$ cat src/rtl/mem_arb_pkg.sv
// Shared encodings and bus-width defaults for the unified-memory arbiter.
// The width constants are also used by the cpu, so change them here only.
package mem_arb_pkg;
    localparam int ARB_AW = 32;
    localparam int ARB_DW = 32;

    typedef enum logic [1:0] {ARB_IDLE, ARB_BUSY, ARB_DONE} arb_state_e;
    typedef enum logic {OWN_I, OWN_D} arb_owner_e;
endpackage

$ cat src/rtl/mem_arbiter_if.sv
// Fetch, load/store and memory-bus signals of the arbiter, bundled together.
// The slave modport is the arbiter; master is the cpu stages plus the memory model.
interface mem_arbiter_if #(
    parameter int AW = mem_arb_pkg::ARB_AW,
    parameter int DW = mem_arb_pkg::ARB_DW
);
    logic          i_req;
    logic [AW-1:0] i_addr;
    logic          i_ack;
    logic [DW-1:0] i_rdata;
    logic          d_req;
    logic          d_we;
    logic [AW-1:0] d_addr;
    logic [DW-1:0] d_wdata;
    logic          d_ack;
    logic [DW-1:0] d_rdata;
    logic          mem_req;
    logic          mem_we;
    logic [AW-1:0] mem_addr;
    logic [DW-1:0] mem_wdata;
    logic [DW-1:0] mem_rdata;
    logic          mem_ready;

    modport slave (
        input  i_req, i_addr, d_req, d_we, d_addr, d_wdata, mem_rdata, mem_ready,
        output i_ack, i_rdata, d_ack, d_rdata, mem_req, mem_we, mem_addr, mem_wdata
    );
    modport master (
        output i_req, i_addr, d_req, d_we, d_addr, d_wdata, mem_rdata, mem_ready,
        input  i_ack, i_rdata, d_ack, d_rdata, mem_req, mem_we, mem_addr, mem_wdata
    );
endinterface

$ cat src/rtl/arb_prio_streak.sv
// D-priority grant with a streak counter that forces an I grant after
// MAX_STREAK consecutive D wins while I is waiting.
module arb_prio_streak #(
    parameter int MAX_STREAK = 4
) (
    input  logic clk,
    input  logic rst,
    input  logic arb,
    input  logic i_req,
    input  logic d_req,
    output logic grant_i,
    output logic grant_d
);
    localparam int SW = $clog2(MAX_STREAK + 1);

    logic [SW-1:0] streak;
    logic          starved;

    assign starved = (streak == SW'(MAX_STREAK));
    assign grant_d = arb & d_req & ~(i_req & starved);
    assign grant_i = arb & i_req & ~grant_d;

    always_ff @(posedge clk) begin
        if (rst) begin
            streak <= '0;
        end else if (grant_i) begin
            streak <= '0;
        end else if (grant_d) begin
            // only a D win that actually made I wait counts toward the streak
            if (!i_req)
                streak <= '0;
            else if (!starved)
                streak <= streak + SW'(1);
        end
    end
endmodule

$ cat src/rtl/mem_arbiter.sv
// Shares the single-ported unified memory between fetch (I) and load/store (D).
// IDLE -> BUSY (hold mem_* until mem_ready) -> DONE (one-cycle ack) -> IDLE.
module mem_arbiter
    import mem_arb_pkg::*;
#(
    parameter int AW         = ARB_AW,
    parameter int DW         = ARB_DW,
    parameter int MAX_STREAK = 4
) (
    input  logic          clk,
    input  logic          rst,
    mem_arbiter_if.slave  bus
);
    arb_state_e    state_q, state_d;
    arb_owner_e    owner;
    logic          arb, grant_i, grant_d;
    logic          mem_req, mem_we, i_ack, d_ack;
    logic [AW-1:0] mem_addr;
    logic [DW-1:0] mem_wdata, i_rdata, d_rdata;

    arb_prio_streak #(.MAX_STREAK(MAX_STREAK)) u_prio (
        .clk     (clk),
        .rst     (rst),
        .arb     (arb),
        .i_req   (bus.i_req),
        .d_req   (bus.d_req),
        .grant_i (grant_i),
        .grant_d (grant_d)
    );

    always_comb begin
        state_d = state_q;
        arb     = 1'b0;
        case (state_q)
            ARB_IDLE: begin
                arb = 1'b1;
                if (grant_i || grant_d) state_d = ARB_BUSY;
            end
            ARB_BUSY: if (bus.mem_ready) state_d = ARB_DONE;
            ARB_DONE: state_d = ARB_IDLE;
            default:  state_d = ARB_IDLE;
        endcase
    end

    always_ff @(posedge clk) begin
        if (rst) begin
            state_q   <= ARB_IDLE;
            owner     <= OWN_I;
            mem_req   <= 1'b0;
            mem_we    <= 1'b0;
            mem_addr  <= '0;
            mem_wdata <= '0;
            i_ack     <= 1'b0;
            d_ack     <= 1'b0;
            i_rdata   <= '0;
            d_rdata   <= '0;
        end else begin
            state_q <= state_d;
            i_ack   <= 1'b0;
            d_ack   <= 1'b0;
            case (state_q)
                ARB_IDLE: begin
                    if (grant_d) begin
                        owner     <= OWN_D;
                        mem_req   <= 1'b1;
                        mem_we    <= bus.d_we;
                        mem_addr  <= bus.d_addr;
                        mem_wdata <= bus.d_wdata;
                    end else if (grant_i) begin
                        owner    <= OWN_I;
                        mem_req  <= 1'b1;
                        mem_we   <= 1'b0;
                        mem_addr <= bus.i_addr;
                    end
                end
                ARB_BUSY: begin
                    if (bus.mem_ready) begin
                        mem_req <= 1'b0;
                        mem_we  <= 1'b0;
                        if (owner == OWN_I) begin
                            i_rdata <= bus.mem_rdata;
                            i_ack   <= 1'b1;
                        end else begin
                            // writes leave the last read value visible
                            if (!mem_we) d_rdata <= bus.mem_rdata;
                            d_ack <= 1'b1;
                        end
                    end
                end
                default: ;
            endcase
        end
    end

    assign bus.mem_req   = mem_req;
    assign bus.mem_we    = mem_we;
    assign bus.mem_addr  = mem_addr;
    assign bus.mem_wdata = mem_wdata;
    assign bus.i_ack     = i_ack;
    assign bus.i_rdata   = i_rdata;
    assign bus.d_ack     = d_ack;
    assign bus.d_rdata   = d_rdata;
endmodule

$ cat src/flat_wrapper.sv
// flat-port wrapper written by rule: the top's interface ports become plain ports
module mem_arbiter_flat import mem_arb_pkg::*;
#(
    parameter int AW         = ARB_AW,
    parameter int DW         = ARB_DW,
    parameter int MAX_STREAK = 4
)
  (clk, rst, bus_i_req, bus_i_addr, bus_d_req, bus_d_we, bus_d_addr, bus_d_wdata, bus_mem_rdata, bus_mem_ready, bus_i_ack, bus_i_rdata, bus_d_ack, bus_d_rdata, bus_mem_req, bus_mem_we, bus_mem_addr, bus_mem_wdata);
  mem_arbiter_if #(.AW(AW), .DW(DW)) bus_i ();
  input  logic clk;
  input  logic rst;
  input wire logic [$bits(bus_i.i_req)-1:0] bus_i_req;
  input wire logic [$bits(bus_i.i_addr)-1:0] bus_i_addr;
  input wire logic [$bits(bus_i.d_req)-1:0] bus_d_req;
  input wire logic [$bits(bus_i.d_we)-1:0] bus_d_we;
  input wire logic [$bits(bus_i.d_addr)-1:0] bus_d_addr;
  input wire logic [$bits(bus_i.d_wdata)-1:0] bus_d_wdata;
  input wire logic [$bits(bus_i.mem_rdata)-1:0] bus_mem_rdata;
  input wire logic [$bits(bus_i.mem_ready)-1:0] bus_mem_ready;
  output wire logic [$bits(bus_i.i_ack)-1:0] bus_i_ack;
  output wire logic [$bits(bus_i.i_rdata)-1:0] bus_i_rdata;
  output wire logic [$bits(bus_i.d_ack)-1:0] bus_d_ack;
  output wire logic [$bits(bus_i.d_rdata)-1:0] bus_d_rdata;
  output wire logic [$bits(bus_i.mem_req)-1:0] bus_mem_req;
  output wire logic [$bits(bus_i.mem_we)-1:0] bus_mem_we;
  output wire logic [$bits(bus_i.mem_addr)-1:0] bus_mem_addr;
  output wire logic [$bits(bus_i.mem_wdata)-1:0] bus_mem_wdata;
  assign bus_i.i_req = bus_i_req;
  assign bus_i.i_addr = bus_i_addr;
  assign bus_i.d_req = bus_d_req;
  assign bus_i.d_we = bus_d_we;
  assign bus_i.d_addr = bus_d_addr;
  assign bus_i.d_wdata = bus_d_wdata;
  assign bus_i.mem_rdata = bus_mem_rdata;
  assign bus_i.mem_ready = bus_mem_ready;
  assign bus_i_ack = bus_i.i_ack;
  assign bus_i_rdata = bus_i.i_rdata;
  assign bus_d_ack = bus_i.d_ack;
  assign bus_d_rdata = bus_i.d_rdata;
  assign bus_mem_req = bus_i.mem_req;
  assign bus_mem_we = bus_i.mem_we;
  assign bus_mem_addr = bus_i.mem_addr;
  assign bus_mem_wdata = bus_i.mem_wdata;
  mem_arbiter #(.AW(AW), .DW(DW), .MAX_STREAK(MAX_STREAK)) u_core (.clk(clk), .rst(rst), .bus(bus_i));
endmodule
$ cat config.mk
export PLATFORM = sky130hd
export DESIGN_NAME = mem_arbiter_flat
export DESIGN_NICKNAME = d
export VERILOG_FILES = /design/src/rtl/mem_arb_pkg.sv /design/src/rtl/mem_arbiter_if.sv /design/src/rtl/arb_prio_streak.sv /design/src/rtl/mem_arbiter.sv /design/src/flat_wrapper.sv
export SDC_FILE = /design/constraint.sdc
export NUM_CORES = 1
export LEC_CHECK = 0
export ABC_AREA = 1
export BUFFER_PORTS_ARGS = -buffer_cell sky130_fd_sc_hd__buf_2
export CAP_MARGIN = 0
export CORE_ASPECT_RATIO = 0.75
export CORE_MARGIN = 4
export CORE_UTILIZATION = 49
export DETAILED_ROUTE_END_ITERATION = 16
export PLACE_DENSITY = 0.95
export REMOVE_ABC_BUFFERS = 1
export SYNTH_ARGS = -nofsm -noshare
export SYNTH_HDL_FRONTEND = slang
export SYNTH_SLANG_ARGS = --single-unit
$ cat constraint.sdc
create_clock -name clk -period 3 [get_ports clk]
set_clock_uncertainty 0.05 [all_clocks]
set_input_delay 0.45 -clock clk [delete_from_list [all_inputs] [get_ports clk]]
set_output_delay 0.45 -clock clk [all_outputs]
set_load 0.01 [all_outputs]
Yosys cells after proc, flatten, opt, wreduce, memory -nomap -nowiden
Index checks and enable logic that the tools add are counted.
- bits in registers: 138
- bits of input ports: 134
- output and inout bits: 132
- word-level logic and storage cells: 60
- add/sub/neg operators: 1
- equal/unequal tests: 6
- mux-type cells: 18
- bitwise gates (word level): 11
- reduce and logical (&&, ||, !) cells: 13
- operators by type and width (cell ; number):
    2-to-1 mux 32 bit ; 2
    2-to-1 mux 1 bit ; 9
    AND reduction 2 bit ; 4
    2-to-1 mux 3 bit ; 2
    inverter 1 bit ; 6
    AND reduction 3 bit ; 2
    bitwise AND 1 bit ; 5
    2-to-1 mux 2 bit ; 2
    != test 2 bit (second input constant) ; 2
    one-hot mux 1 bit (2 select lines) ; 2
    one-hot mux 2 bit (2 select lines) ; 1
    AND reduction 4 bit ; 1
    nonzero test 2 bit ; 2
    adder 3 x 1 -> 3 bit (second input constant) ; 1
    == test 3 bit (second input constant) ; 1
    != test 3 x 1 -> 1 bit (second input constant) ; 1
    OR reduction 3 bit ; 1
    == test 2 x 1 -> 1 bit (second input constant) ; 1
    logical NOT 2 bit ; 1
    != test 2 x 1 -> 1 bit (second input constant) ; 1
    OR reduction 2 bit ; 1
    logical OR 1 bit ; 1

Longest topological paths before layout
Gate-level depths: netlist (run 1).
- word-level depth: 9
- depth in mapped cells: 11

Modules after synthesis
Synthesis (run 1) repeated with hierarchy kept, for this count alone.
- cells, all modules: 798
- area, all modules: 5561.6 sq um
- by module, submodules not included (module ; times used ; cells each ; area an instance (sq um)):
    mem_arbiter ; 1 ; 766 ; 5361.4
    arb_prio_streak ; 1 ; 32 ; 200.2

Worst setup path after synthesis (run 1)
OpenSTA, ideal clock, no wires.
- kind: reg2reg
- start point: register u_core.u_prio.streak[0]
- end point: register u_core.mem_addr[17] (netlist: u_core.bus.mem_addr[17])
- setup time: 0.128 ns
- data arrival time: 1.251 ns
- data required time: 2.822 ns
- slack: 1.572 ns
- cell stages (with the launch flop): 11
- buffers on the path: 2
- period minus slack after synthesis: 1.428 ns
- cell sequence: dfxtp_1 -> inv_1 -> ha_1 -> nand2_1 -> nor2_1 -> nor2_2 -> buf_6 -> buf_6 -> nor2_1 -> nor2_1 -> nor2_1
- longest elaborated chain between the ends: 8
- elaborated cells on any way between the ends: 9
- ends and longest elaborated chain (item ; RTL line ; RTL):
    start: declaration ; arb_prio_streak.sv:16 ; logic [SW-1:0] streak;
    start signal: assignment ; arb_prio_streak.sv:33 ; streak <= streak + SW'(1);
    == test 3 bit * ; arb_prio_streak.sv:19 ; assign starved = (streak == SW'(MAX_STREAK));
    bitwise AND 1 bit * ; arb_prio_streak.sv:20 ; assign grant_d = arb & d_req & ~(i_req & starved);
    inverter 1 bit * ; arb_prio_streak.sv:20 ;
    bitwise AND 1 bit * ; arb_prio_streak.sv:20 ;
    inverter 1 bit ; arb_prio_streak.sv:21 ; assign grant_i = arb & i_req & ~grant_d;
    bitwise AND 1 bit ; arb_prio_streak.sv:21 ;
    nonzero test 2 bit (no source line) ; - ;
    AND reduction 2 bit (no source line) ; - ;
    end signal: assignment ; mem_arbiter.sv:67 ; mem_addr <= bus.d_addr;
    end signal: assignment ; mem_arbiter.sv:73 ; mem_addr <= bus.i_addr;
    end: declaration ; mem_arbiter.sv:18 ; logic [AW-1:0] mem_addr;
Every way passes the cells marked *; elsewhere a longest branch is shown, timed or not.
A chain may end at the register's enable or synchronous reset.

Worst setup path after layout (run 1)
- start point: register u_core.u_prio.streak[0]
- end point: register u_core.mem_wdata[17] (netlist: u_core.bus.mem_wdata[17])
- longest elaborated chain between the ends: 5
- ends and longest elaborated chain (item ; RTL line ; RTL):
    == test 3 bit ; arb_prio_streak.sv:19 ;
    bitwise AND 1 bit ; arb_prio_streak.sv:20 ;
    inverter 1 bit ; arb_prio_streak.sv:20 ;
    bitwise AND 1 bit ; arb_prio_streak.sv:20 ;
    AND reduction 2 bit (no source line) ; - ;
    end signal: assignment ; mem_arbiter.sv:68 ; mem_wdata <= bus.d_wdata;
    end: declaration ; mem_arbiter.sv:19 ; logic [DW-1:0] mem_wdata, i_rdata, d_rdata;
No other way between the ends.

==> results by group, run 1 <==
Outcome
  – Status: complete, no violations

Synth
  – Yosys cell types: 21
  – Post-synthesis register bit count: between 100 and 150
  – Syn_area_per_cell: slightly above 7 sq um
  – Yosys warnings: 0
  – Post-Syn Instances: 755
  – Sequential area share after synthesis: 0.5155
  – Cell Area, Synth: approximately 5400 sq um

Final layout
  – Commonest non-fill, non-tap cells in the layout: nor2_1 (277), buf_2 (265), dfxtp_1 (138)
  – Fin cells: between 1k and 1.5k
  – # nets final: ~1.1k
  – Commonest non-fill, non-tap cell in the layout: nor2_1
  – Area Overhead vs Synth: 35.63%
  – Fillers: between 800 and 900
  – Multi-input logic area: about 2200 sq um
  – Layout cell share with drive strength beyond 1: 0.3123
  – Storage cell area: 2763 sq um
  – Core Util, Final: 0.6929

Detailed routing
  – Via count: about 5.7k
  – Antenna Nets Post-Route: 0
  – Residual DRC: 0
  – Drt wl/cell: approximately 14 um
  – 1st-iter DRT viols: approximately 440
  – Via density: 4.937
  – TritonRoute pass-1 iters: 7
  – Routed wire length: around 16000 um

STA
  – Worst-Margin Slew: about 650 ps
  – FMAX: between 0.5 and 0.6 GHz
  – RSZ-0062 raised after global routing: no
  – Minimum clock period: between 1500 and 2000 ps
  – Rel. slew slack: 0.5691
  – Tcrit/Tclk final: 0.6603
  – Setup ws final: approximately 1000 ps
  – Setup TNS Final: 0 ps
  – Final hold slack: 239.0 ps
  – Final setup fails: 0
  – Pins Over Slew Limit: 0
  – Final Hold Fails: 0

Clocking
  – Root buf cell: clkbuf_16
  – Number of CTS-inserted buffers: 17
  – Maximum buffer depth of the clock tree: 2
  – H-tree depth: 4
  – Post-CTS Resized: 0
  – CTS tree: done
  – CTS sink cnt: 138
  – CTS Hold Buffers Added: 0
  – Clock latency on the worst-skew pair: ~400 ps
  – Clock transition at the registers of the reported paths: ~60 ps
  – Setup bufs post-CTS: 0

Global route
  – Overall Global Routing Usage: 0.2504
  – Grt total ovfl: 0
  – Largest net degree at the start of global routing: 57
  – Vias in the first global route: 5421
  – First-pass GRT wire length: around 26000 um
  – Initial antenna violation count: 1

Placed design
  – Dpl ws: between 1000 and 1500 ps
  – Cell count after placement: around 1.1k
  – HPWL after DPL: 11420 um
  – Gpl congestion: 0.8420
  – # port buffers: about 270

Floorplan
  – CORE AREA: between 10000 and 15000 sq um
  – Die H: between 90 and 100 um
  – # IOs: 266
  – Die Footprint: 12690 sq um
  – Num rows: 32
  – Initial core utilization: 0.5109
  – Chip Width: between 100 and 150 um

Power and ir drop
  – LEAKAGE: ~3.8 nW
  – Max IR drop VDD: between 300 and 400 uV
  – Pwr dens: 641.4 nW/um^2

Setup path
  – Critical path arrival: between 2000 and 2500 ps
  – Setup crit end kind: flop
  – Startpoint Class: flop
  – WP data required: roughly 3200 ps
  – Worst-path maximum fanout: 25
  – Setup slack, reg-to-reg: 1020 ps
  – Type of the worst setup path: flop to flop

Min path
  – Hold/Removal Path Class: input pin to flop

Flow run
  – Max Cap Viol: 0
==> cell families (layout without fill, tap and decap cells) <==
logic type / after synthesis / in the layout / synth area share
other: 0 / 2 / 0
adders and majority gates: 2 / 2 / 0.004669
DFF: 138 / 138 / 0.5155
and+or+nand+nor: 433 / 433 / 0.3133
buffers and inverters: 77 / 337 / 0.06701
AOI/OAI and AO/OA: 104 / 104 / 0.09783
xor gates and xnor gates: 1 / 1 / 0.001635
==> area by class of cell <==
class	count	area share
Antenna cell	2	0.0006886
Clock buffer	18	0.06042
Clock inverter	14	0.01567
Inverter	31	0.01601
Multi-Input combinational cell	540	0.3085
Sequential cell	138	0.3801
Tap cell	136	0.02341
Timing Repair Buffer	274	0.1952
==> registers in the layout, summed over array words and instances (netlist names) <==
register	count
u_core.bus.d_rdata	32
u_core.bus.i_rdata	32
u_core.bus.mem_addr	32
u_core.bus.mem_wdata	32
u_core.u_prio.streak	3
u_core.state_q	2
u_core.bus.d_ack	1
u_core.bus.i_ack	1
u_core.bus.mem_req	1
u_core.bus.mem_we	1
u_core.owner	1
==> metrics by stage <==
| stage | power [mW] | instance area (sq um) |
|---|---|---|
| after floorplan | 2.441 | 5116 |
| after global placement | 2.752 | 6710 |
| after detailed placement | 2.773 | 6710 |
| final | 4.662 | 7268 |
| after global routing | 4.881 | 7266 |
| after CTS | 4.692 | 7263 |
==> synthesized netlist by cell type (all sizes together) <==
library cell | count | area [sq um]
a21oi | 7 | 35.03
buf | 24 | 160.1
clkbuf | 22 | 82.58
dfxtp | 138 | 2763
ha | 2 | 25.02
inv | 31 | 116.4
nand2 | 135 | 511.7
nand3 | 14 | 80.08
nand4 | 4 | 25.02
nor2 | 279 | 1057
nor3 | 1 | 5.000
o21ai | 97 | 489.2
xor2 | 1 | 8.760
==> critical path, cell delays in order (launching register included) <==
cell	delay (ps)
dfxtp_1	360
inv_1	80
ha_1	230
nand3_2	130
nand3_2	380
buf_4	370
o21ai_0	200
nor2_1	70
==> routing by layer <==
layer  up-vias  part of all wire  global-route usage
li1       2842                 -                   -
met1      2541              0.38              0.2873
met2       279              0.49              0.4399
met3        30              0.10             0.07801
met4         0             0.020             0.08636
met5         -                 0                   0
==> worst paths after layout <==
check	depth (start not counted)	start	endpoint
hold / removal	3	bus_d_wdata[5]	u_core.bus.mem_wdata[5]$_SDFFE_PP0P_
hold reg to reg	2	u_core.bus.mem_req$_SDFFE_PP0P_	u_core.bus.mem_req$_SDFFE_PP0P_
setup reg to reg	7	u_core.u_prio.streak[0]$_SDFFE_PP0P_	u_core.bus.mem_wdata[17]$_SDFFE_PP0P_
setup / recovery	7	u_core.u_prio.streak[0]$_SDFFE_PP0P_	u_core.bus.mem_wdata[17]$_SDFFE_PP0P_
==> power by group <==
group          total [mW]  leakage (nW)  internal, mW  switching (mW)
combinational       0.716          2.39         0.281           0.435
clock                1.92         0.266          1.10           0.821
sequential           2.03          1.13          1.96          0.0650
total                4.66          3.79          3.34            1.32
(Power assumes the default switching activity.)
==> inputs of run 2 (changes only) <==
--- a/config.mk
+++ b/config.mk
@@ -5,14 +5,14 @@
 export SDC_FILE = /design/constraint.sdc
 export NUM_CORES = 1
 export LEC_CHECK = 0
-export ABC_AREA = 1
+export ABC_AREA = 0
 export BUFFER_PORTS_ARGS = -buffer_cell sky130_fd_sc_hd__buf_2
 export CAP_MARGIN = 0
 export CORE_ASPECT_RATIO = 0.75
 export CORE_MARGIN = 4
-export CORE_UTILIZATION = 49
+export CORE_UTILIZATION = 46
 export DETAILED_ROUTE_END_ITERATION = 16
-export PLACE_DENSITY = 0.95
+export PLACE_DENSITY = 0.89
 export REMOVE_ABC_BUFFERS = 1
 export SYNTH_ARGS = -nofsm -noshare
 export SYNTH_HDL_FRONTEND = slang
==> constraint.sdc (replaced) <==
create_clock -name clk -period 1.9 [get_ports clk]
set_clock_uncertainty 0.05 [all_clocks]
set_input_delay 0.285 -clock clk [delete_from_list [all_inputs] [get_ports clk]]
set_output_delay 0.285 -clock clk [all_outputs]
set_load 0.01 [all_outputs]
==> run 2 against run 1 <==
Net effect: critical endpoint is now u_core.bus.i_rdata[4]$_SDFFE_PP0P_; clock-buffer cell count grew 2; non-clock buffer count grew 9; flip-flop and latch count stayed put; clock power is 66% higher; area after synthesis up 4.6%; largest power group is now the clock network; fmax is 20% higher; wire length grew 4.5%.
==> results by group, run 2 <==
Detailed routing
  – Drt wl/cell: 16.00 um (+12%)
  – Antenna Nets Post-Route: 0 (unchanged)
  – TritonRoute pass-1 iters: 5 (-2)
  – Routed wire length: 17200 um (+4.5%)
  – Via count: 5831 (+2.4%)
  – Via density: 5.424 (+9.9%)
  – 1st-iter DRT viols: 386 (-13%)
  – Residual DRC: 0 (unchanged)

Final layout
  – Layout cell share with drive strength beyond 1: 0.3669 (+0.05461)
  – Multi-input logic area: 2432 sq um (+8.5%)
  – Storage cell area: 2763 sq um (unchanged)
  – # nets final: 1036 (-9.0%)
  – Core Util, Final: 0.6454 (-0.04751)
  – Diodes inserted: 0 (-2)
  – Area Overhead vs Synth: 35.21%
  – Commonest non-fill, non-tap cells in the layout: buf_2 (264), dfxtp_1 (138), nand2_1 (129)
  – Commonest non-fill, non-tap cell in the layout: buf_2
  – Fillers: 1024 (+23%)

Placed design
  – Gpl congestion: 0.7922 (-5.9%)
  – Dpl ws: 272.5 ps (-859.5 ps)
  – HPWL after DPL: 11920 um (+4.3%)
  – # port buffers: 265 (unchanged)

Global route
  – Vias in the first global route: 5349 (-1.3%)
  – Largest net degree at the start of global routing: 66 (+16%)
  – Overall Global Routing Usage: 0.2359 (-0.01452)
  – First-pass GRT wire length: 27220 um (+5.5%)
  – Initial antenna violation count: 1 (unchanged)
  – Grt total ovfl: 0 (unchanged)

Power and ir drop
  – LEAKAGE: 3.306 nW (-13%)
  – Internal power: 5.408 mW (+62%)
  – Sw power: 1.959 mW (+48%)
  – Clk pwr share: 0.432 (+0.021)
  – Switching part of the total power: 0.2660 (-0.01733)
  – Sequential Power Share: 0.428 (-0.007)
  – Max IR drop VDD: 764.8 uV (+110%)
  – Comb pwr share: 0.140 (-0.014)
  – Overall power: 7.367 mW (+58%)
  – Pwr dens: 972.2 nW/um^2 (+52%)

Floorplan
  – Initial core utilization: 0.4773 (-0.03355)
  – Num rows: 34 (+6.3%)
  – Die H: 103.6 um (+5.1%)
  – Chip Width: 135.5 um (+5.2%)
  – CORE AREA: 11740 sq um (+12%)
  – Die Footprint: 14030 sq um (+11%)
  – # IOs: 266 (unchanged)

Synth
  – Post-synth EDFFs: 0 (unchanged)
  – Post-synthesis register bit count: 138 (unchanged)
  – Top post-synthesis cells by count: dfxtp_1 (138), nand2_1 (129), a21oi_1 (100)
  – Post-synth top area cell: dfxtp_1
  – Syn_area_per_cell: 8.377 sq um (+18%)
  – Area share of the largest cell type after synthesis: 0.4930 (-0.02256)
  – Most numerous cell in the Yosys netlist: dfxtp_1
  – Async S/R FF share, synth: 0 (unchanged)
  – Top cells by area, synth: dfxtp_1 (49%), a21oi_1 (8.9%), nand2_1 (8.6%)
  – Yosys warnings: 0 (unchanged)
  – Cell Area, Synth: 5604 sq um (+4.6%)
  – Top_reg_cell synth: dfxtp_1
  – Yosys cell types: 41 (+95%)
  – Sequential area share after synthesis: 0.4930 (-0.02256)
  – Post-Syn Instances: 669 (-11%)

Setup path
  – Startpoint Class: flop
  – Worst-path maximum fanout: 32 (+28%)
  – Type of the worst setup path: flop to flop
  – Setup slack, reg-to-reg: 250 ps (-770 ps)
  – Setup crit start: u_core.state_q[0]$_SDFFE_PP0P_
  – WP data required: 2180 ps (-1060 ps)
  – Critical path arrival: 1930 ps (-290 ps)
  – Reg-to-reg startpoint: u_core.state_q[0]$_SDFFE_PP0P_
  – Setup crit end kind: flop

Clocking
  – Clock latency on the worst-skew pair: 400 ps (about the same)
  – Root buf cell: clkbuf_16
  – Maximum buffer depth of the clock tree: 2 (unchanged)
  – CTS Hold Buffers Added: 0 (unchanged)
  – CTS sink cnt: 138 (unchanged)
  – Setup bufs post-CTS: 0 (unchanged)
  – H-tree depth: 4 (unchanged)
  – Clock transition at the registers of the reported paths: 60 ps (about the same)
  – CTS tree: done
  – Number of CTS-inserted buffers: 17 (unchanged)
  – Post-CTS Resized: 0 (unchanged)

STA
  – Pins Over Slew Limit: 0 (unchanged)
  – RSZ-0062 raised after global routing: no
  – Minimum clock period: 1650 ps (-330.8 ps)
  – Worst-Margin Slew: 765.9 ps (+120.5 ps)
  – Setup ws final: 249.8 ps (-769.2 ps)
  – Final setup fails: 0 (unchanged)
  – FMAX: 0.6060 GHz (+20%)
  – Tcrit/Tclk final: 0.8685 (+0.2082)
  – Final Hold Fails: 0 (unchanged)
  – Rel. slew slack: 0.4894 (-0.07971)
  – Setup TNS Final: 0 ps (unchanged)

Flow run
  – Max Cap Viol: 0 (unchanged)

Min path
  – Hold/Removal Path Class: input pin to flop
  – Hold_sp: bus_d_wdata[27]

Outcome
  – Status: complete, no violations
==> run 2: changes by cell type after synthesis, moves of 4 or more <==
cell	change
a21oi_1	+93
a311oi_1	+26
a311oi_2	+6
buf_6	+9
clkbuf_1	+11
inv_1	-25
nand2_1	-4
nand3_1	+53
nor2_1	-274
nor3_1	+28
nor3_2	+4
o21ai_0	-31
==> run 2: cell families (layout without fill, tap and decap cells) <==
kind of cell | after synthesis | in the layout | synth area share
AOI/OAI and AO/OA | 206 | 206 | 0.2175
adders and majority gates | 2 | 2 | 0.004465
DFF | 138 | 138 | 0.4930
buffers and inverters | 74 | 318 | 0.07479
and+or+nand+nor | 249 | 249 | 0.2103
==> run 2: final cells by class <==
| type | instances | share of cell area |
|---|---|---|
| Timing Repair Buffer | 283 | 0.2097 |
| Tap cell | 162 | 0.02675 |
| Sequential cell | 138 | 0.3646 |
| Multi-Input combinational cell | 457 | 0.3210 |
| Inverter | 3 | 0.001486 |
| Clock inverter | 12 | 0.01486 |
| Clock buffer | 20 | 0.06159 |
==> run 2: layer usage <==
metal,vias to the layer above,wire length (um),GRT usage
met5,-,12,0
met2,290,8440,0.3814
li1,2822,-,-
met1,2688,6850,0.3063
met4,2,324,0.07410
met3,29,1568,0.06492
==> run 2: power by group through the flow <==
stage                     Sequential (mW)  Clock, mW  Combinational [mW]
after CTS                            3.15       3.24                1.04
after detailed placement             3.21          0                1.03
after global placement               3.21          0                1.02
after global routing                 3.17       3.37                1.13
after floorplan                      3.28          0               0.381
final                                3.15       3.18                1.03
==> run 2: critical path: stages, from the launching register on <==
cell      delay, ps
dfxtp_1         440
and4bb_2        780
nand2_1         110
a21oi_1         180
==> run 2: through the flow <==
stage | cells | area [sq um] | hold slack (ps)
2_1_floorplan | 598 | 5196 | 302.9
3_3_place_gp | 1043 | 6998 | 388.7
3_5_place_dp | 1043 | 6998 | 396.7
4_1_cts | 1075 | 7577 | 55.17
5_1_grt | 1075 | 7577 | 61.47
6_report | 1075 | 7577 | 77.33
==> run 2: path summary, 6_finish.rpt <==
kind,depth (start not counted),end
setup / recovery,3,u_core.bus.i_rdata[4]$_SDFFE_PP0P_
setup reg to reg,3,u_core.bus.i_rdata[4]$_SDFFE_PP0P_
hold / removal,3,u_core.bus.mem_wdata[27]$_SDFFE_PP0P_
hold reg to reg,2,u_core.bus.i_rdata[27]$_SDFFE_PP0P_
